`src/rtl/serial_carry_adder.sv`:
```
// rtl/serial_carry_adder.sv - byte-serial N-slice adder with chained carry and registered output
// Optional word carry-in port enabled by defining SERIAL_ADDER_CIN_EN.
module serial_carry_adder #(
  parameter int WIDTH  = 8,
  parameter int NBYTES = 4
) (
  input  logic             clk,
  input  logic             rst_n,
  input  logic             clr,
  input  logic             in_valid,
  output logic             in_ready,
  input  logic [WIDTH-1:0] in_a,
  input  logic [WIDTH-1:0] in_b,
`ifdef SERIAL_ADDER_CIN_EN
  input  logic             cin,
`endif
  output logic             out_valid,
  input  logic             out_ready,
  output logic [WIDTH-1:0] out_sum,
  output logic             out_last,
  output logic             out_carry
);

  localparam int IW = $clog2(NBYTES);
  localparam logic [IW-1:0] LAST_IDX = IW'(NBYTES - 1);

  logic [IW-1:0] idx;
  logic          carry_q;
  logic          accept;
  logic          is_last;
  logic          carry_in;
  logic [WIDTH:0] sum_full;

  assign in_ready = !out_valid || out_ready;
  assign accept   = in_valid && in_ready;
  assign is_last  = (idx == LAST_IDX);

`ifdef SERIAL_ADDER_CIN_EN
  assign carry_in = (idx == '0) ? cin : carry_q;
`else
  assign carry_in = carry_q;
`endif

  // Extend to WIDTH+1 before adding so the slice carry is never truncated.
  assign sum_full = {1'b0, in_a} + {1'b0, in_b} + {{WIDTH{1'b0}}, carry_in};

  always_ff @(posedge clk or negedge rst_n) begin
    if (!rst_n) begin
      idx       <= '0;
      carry_q   <= 1'b0;
      out_valid <= 1'b0;
      out_sum   <= '0;
      out_last  <= 1'b0;
      out_carry <= 1'b0;
    end else if (clr) begin
      idx       <= '0;
      carry_q   <= 1'b0;
      out_valid <= 1'b0;
    end else begin
      if (accept) begin
        out_valid <= 1'b1;
        out_sum   <= sum_full[WIDTH-1:0];
        out_last  <= is_last;
        out_carry <= is_last ? sum_full[WIDTH] : 1'b0;
        if (is_last) begin
          idx     <= '0;
          carry_q <= 1'b0;
        end else begin
          idx     <= idx + 1'b1;
          carry_q <= sum_full[WIDTH];
        end
      end else if (out_ready) begin
        out_valid <= 1'b0;
      end
    end
  end

endmodule

```
`config.mk`:
```
export PLATFORM = sky130hd
export DESIGN_NAME = serial_carry_adder
export DESIGN_NICKNAME = d
export VERILOG_FILES = /design/src/rtl/serial_carry_adder.sv
export SDC_FILE = /design/constraint.sdc
export NUM_CORES = 1
export LEC_CHECK = 0
export CORE_MARGIN = 5
export CORE_UTILIZATION = 43
export DETAILED_ROUTE_END_ITERATION = 7
export GPL_ROUTABILITY_DRIVEN = 1
export PLACE_DENSITY = 0.78
export SYNTH_ARGS = -nofsm -noshare
export SYNTH_HDL_FRONTEND = slang
export SYNTH_SLANG_ARGS = --single-unit
export TNS_END_PERCENT = 20
```
`constraint.sdc`:
```
create_clock -name clk -period 2 [get_ports clk]
set_input_delay 0.4 -clock clk [delete_from_list [all_inputs] [get_ports clk]]
set_output_delay 0.4 -clock clk [all_outputs]
set_load 0.02 [all_outputs]
```
==> qor.csv, run 1 <==
stage;metric;value;unit
pwr;p_clk_frac;0.217;
logic_synthesis;synth_seq_area_share;0.391;
worst_setup_path;crit_arrival;1.56;ns
flow_run;drv_cap;0;
worst_setup_path;critical-path-top-delay-family;buffers and inverters;
worst_setup_path;worstSetupEndpointType;primary output;
cells_and_area;n_antenna_cell;0;
cells_and_area;design.final.nets;170;
clock_tree;cts.sinks;14;
clock_tree;post_cts_buffers;0;
pwr;sw_frac_of_total;0.309;
sta;drv_slew;0;
clock_tree;cts_buffer_depth;2;
logic_synthesis;syn_area_per_cell;9.74;sq um
sta;min_period_over_period;0.978;
clock_tree;clk_latency;0.28;ns
place;placed_cell_area;1320;sq um
worst_setup_path;startpoint;out_ready;
min_path;worstHoldPathType;reg -> reg;
logic_synthesis;synthFlopType;dfrtp_1;
global_routing;grt_pass1_vias;784;
clock_tree;htreeDepth;1;
clock_tree;cts-root-buf;clkbuf_4;
worst_setup_path;crit_required;1.60;ns
route;drc;0;
cells_and_area;mostFrequentLayoutCell;clkdlybuf4s50_1;
pwr;power.density;665;nW/um^2
global_routing;grt_max_degree;15;
worst_setup_path;setup.worst_path.end;in_ready;
floorplanning;die-area;3100;sq um
clock_tree;cts_tree;done;
pwr;switching_power;0.282;mW
worst_setup_path;critical_path_class;in -> out;
pwr;leakage;0.648;nW
global_routing;antenna_found_initial;0;
logic_synthesis;synth_edf_count;0;
sta;rsz0062_at_grt;no;
worst_setup_path;r2r_cells;10;
worst_setup_path;crit_fanout;2;
pwr;intPower;0.630;mW
sta;hold_violations;0;
floorplanning;rows;16;
sta;fmax;511;MHz
floorplanning;start_util;0.452;
worst_setup_path;regToRegEndpoint;out_sum[6];
sta;min_period;1.96;ns
route;drt-total-wl;1.84;mm
logic_synthesis;ys_warn_count;0;
worst_setup_path;cp_cell_sequence;clkdlybuf4s50_1, nand2b_4, clkdlybuf4s50_1;
worst_setup_path;r2r_start;carry_in;
route;drtIter0Drc;10;
clock_tree;clk_pin_slew;0.08;ns
floorplanning;die-width;55.6;um
sta;max-slew-margin-rel;0.589;
route;avgViaCountPerCell;4.93;
status;outcome;completed;
route;wl_per_cell;11.1;um
floorplanning;core_area;1980;sq um
logic_synthesis;syn_area;896;sq um
route;vias;814;
logic_synthesis;ys_seq_elements;14;
sta;fin_skew;0.00536;ns
worst_setup_path;max_stage_delay;0.59;ns
sta;finalSetupViolCount;0;
cells_and_area;area_delta_synth_final;53.2;%
cells_and_area;layout_common_cells;clkdlybuf4s50_1 (30), nand2_1 (16), dfrtp_1 (14), buf_4 (12), ha_1 (8);
floorplanning;pin_count;33;
cells_and_area;fin_area;1370;sq um
global_routing;grt_pass1_wl;3.22;mm
place;port_buffers;32;
cells_and_area;fillers;156;
sta;worst_hold_slack;0.487;ns
logic_synthesis;syn-num-nets;123;
worst_setup_path;crit_path_frequent_cell;clkdlybuf4s50_1;
global_routing;grt_use_total;0.129;
clock_tree;cts_buffers;3;
sta;tightest_slew;0.615;ns
pwr;comb_power_share;0.398;
place;place_congestion;0.862;
logic_synthesis;async_flop_share;1.00;
worst_setup_path;startpoint_type;input pin;
floorplanning;die_height;55.6;um
worst_setup_path;cp_slowest_cell;clkdlybuf4s50_1;
route;drt_pass1_iterations;4;
place;hpwl;1.57;mm
worst_setup_path;path_buf_inv;2;
logic_synthesis;synth_cells;92;
pwr;p_seq_frac;0.385;
global_routing;grt-ovfl-total;0;
worst_setup_path;critical_path_depth;3;
route;final_antenna_net_count;0;
pwr;ir_drop;397;uV
cells_and_area;drive_gt1_frac;0.203;
logic_synthesis;yosysUniqueCellTypes;27;
worst_setup_path;r2r_setup_slack;0.16;ns
flip-flops by register name, indices dropped and copies added, names as in the netlist:
name / cells
out_valid: 1
out_carry: 1
carry_in: 1
idx: 2
out_last: 1
out_sum: 8
power by group through the flow:
stage / Sequential (mW) / Clock [mW] / Combinational, mW
3_5_place_dp: 0.356 / 0 / 0.357
4_1_cts: 0.352 / 0.202 / 0.367
5_1_grt: 0.358 / 0.216 / 0.400
6_report: 0.351 / 0.198 / 0.364
3_3_place_gp: 0.355 / 0 / 0.351
2_1_floorplan: 0.401 / 0 / 0.135
metrics by stage:
stage          total power, mW  std cells  TNS, ns   util  setup WS [ns]
4_1_cts                  0.922        165        0  0.693         0.0398
3_5_place_dp             0.714        161    -2.20  0.665         -0.448
5_1_grt                  0.974        165        0  0.693        0.00556
3_3_place_gp             0.707        161    -1.89  0.665         -0.393
2_1_floorplan            0.537         92        0      -          0.102
6_report                 0.913        165        0  0.693         0.0431
synthesized netlist by cell type, drive strengths merged, types with 3 or more instances:
cell / number / area [sq um]
a21o: 3 / 23.8
a21oi: 6 / 30.0
dfrtp: 14 / 350
ha: 8 / 100
inv: 5 / 18.8
nand2: 18 / 75.1
nand2b: 4 / 32.5
nor2: 4 / 15.0
o21ai: 9 / 52.6
xor2: 3 / 26.3
cells by family (layout without fill, tap and decap cells):
logic type,after synthesis,count (layout),share of synthesized area
AO/OA/AOI/OAI,26,26,0.194
XOR/XNOR,5,5,0.0489
adder cells (fa/ha/maj),10,10,0.156
buffers and inverters,7,53,0.0461
flip-flops,14,14,0.391
AND/OR/NAND/NOR,30,30,0.163
per-layer routing:
metal  track usage  up-vias  wire length, um
met1         0.157      372              821
met5             0        -                0
li1              -      413                -
met2         0.218       27              874
met3        0.0348        2              131
met4        0.0417        0               11
worst min path at each step:
stage	start	to	slack [ns]	cells after the start
finish	out_sum[2]	out_sum[2]	0.49	2
global route	out_last	out_last	0.52	2
CTS	out_last	out_last	0.49	2
detailed placement	out_last	out_last	0.47	2
global placement	out_sum[3]	out_sum[3]	0.46	2
floorplan	rst_n	carry_in	0.10	0
worst min-delay path: stages (launching register included):
cell     delay [ns]
dfrtp_1        0.35
nand2_1        0.05
o21ai_0        0.06
final cells by class:
type,instances,area (sq um),area share
well taps,27,33.8,0.0246
clock buffers,4,36.3,0.0264
flip-flops and latches,14,350,0.255
inverters,5,18.8,0.0137
repair buffers,44,408,0.297
multi-input cells,71,526,0.383
what timing repair did:
| action | 4_1_cts | 5_1_grt |
|---|---|---|
| hold buffers | 0 | 0 |
| pin swaps | 8 | 4 |
| endpoints found under the setup margin | 4 | 1 |
| resized for setup | 9 | 0 |
Note: power is estimated with default switching activity, not from simulation.
==> run 2, diff against run 1 <==
--- a/config.mk
+++ b/config.mk
@@ -8,7 +8,6 @@
 export CORE_MARGIN = 5
 export CORE_UTILIZATION = 43
 export DETAILED_ROUTE_END_ITERATION = 7
-export GPL_ROUTABILITY_DRIVEN = 1
 export PLACE_DENSITY = 0.78
 export SYNTH_ARGS = -nofsm -noshare
 export SYNTH_HDL_FRONTEND = slang
==> results of run 2 <==
Final layout, timing and power as in run 1 (identical DEF).
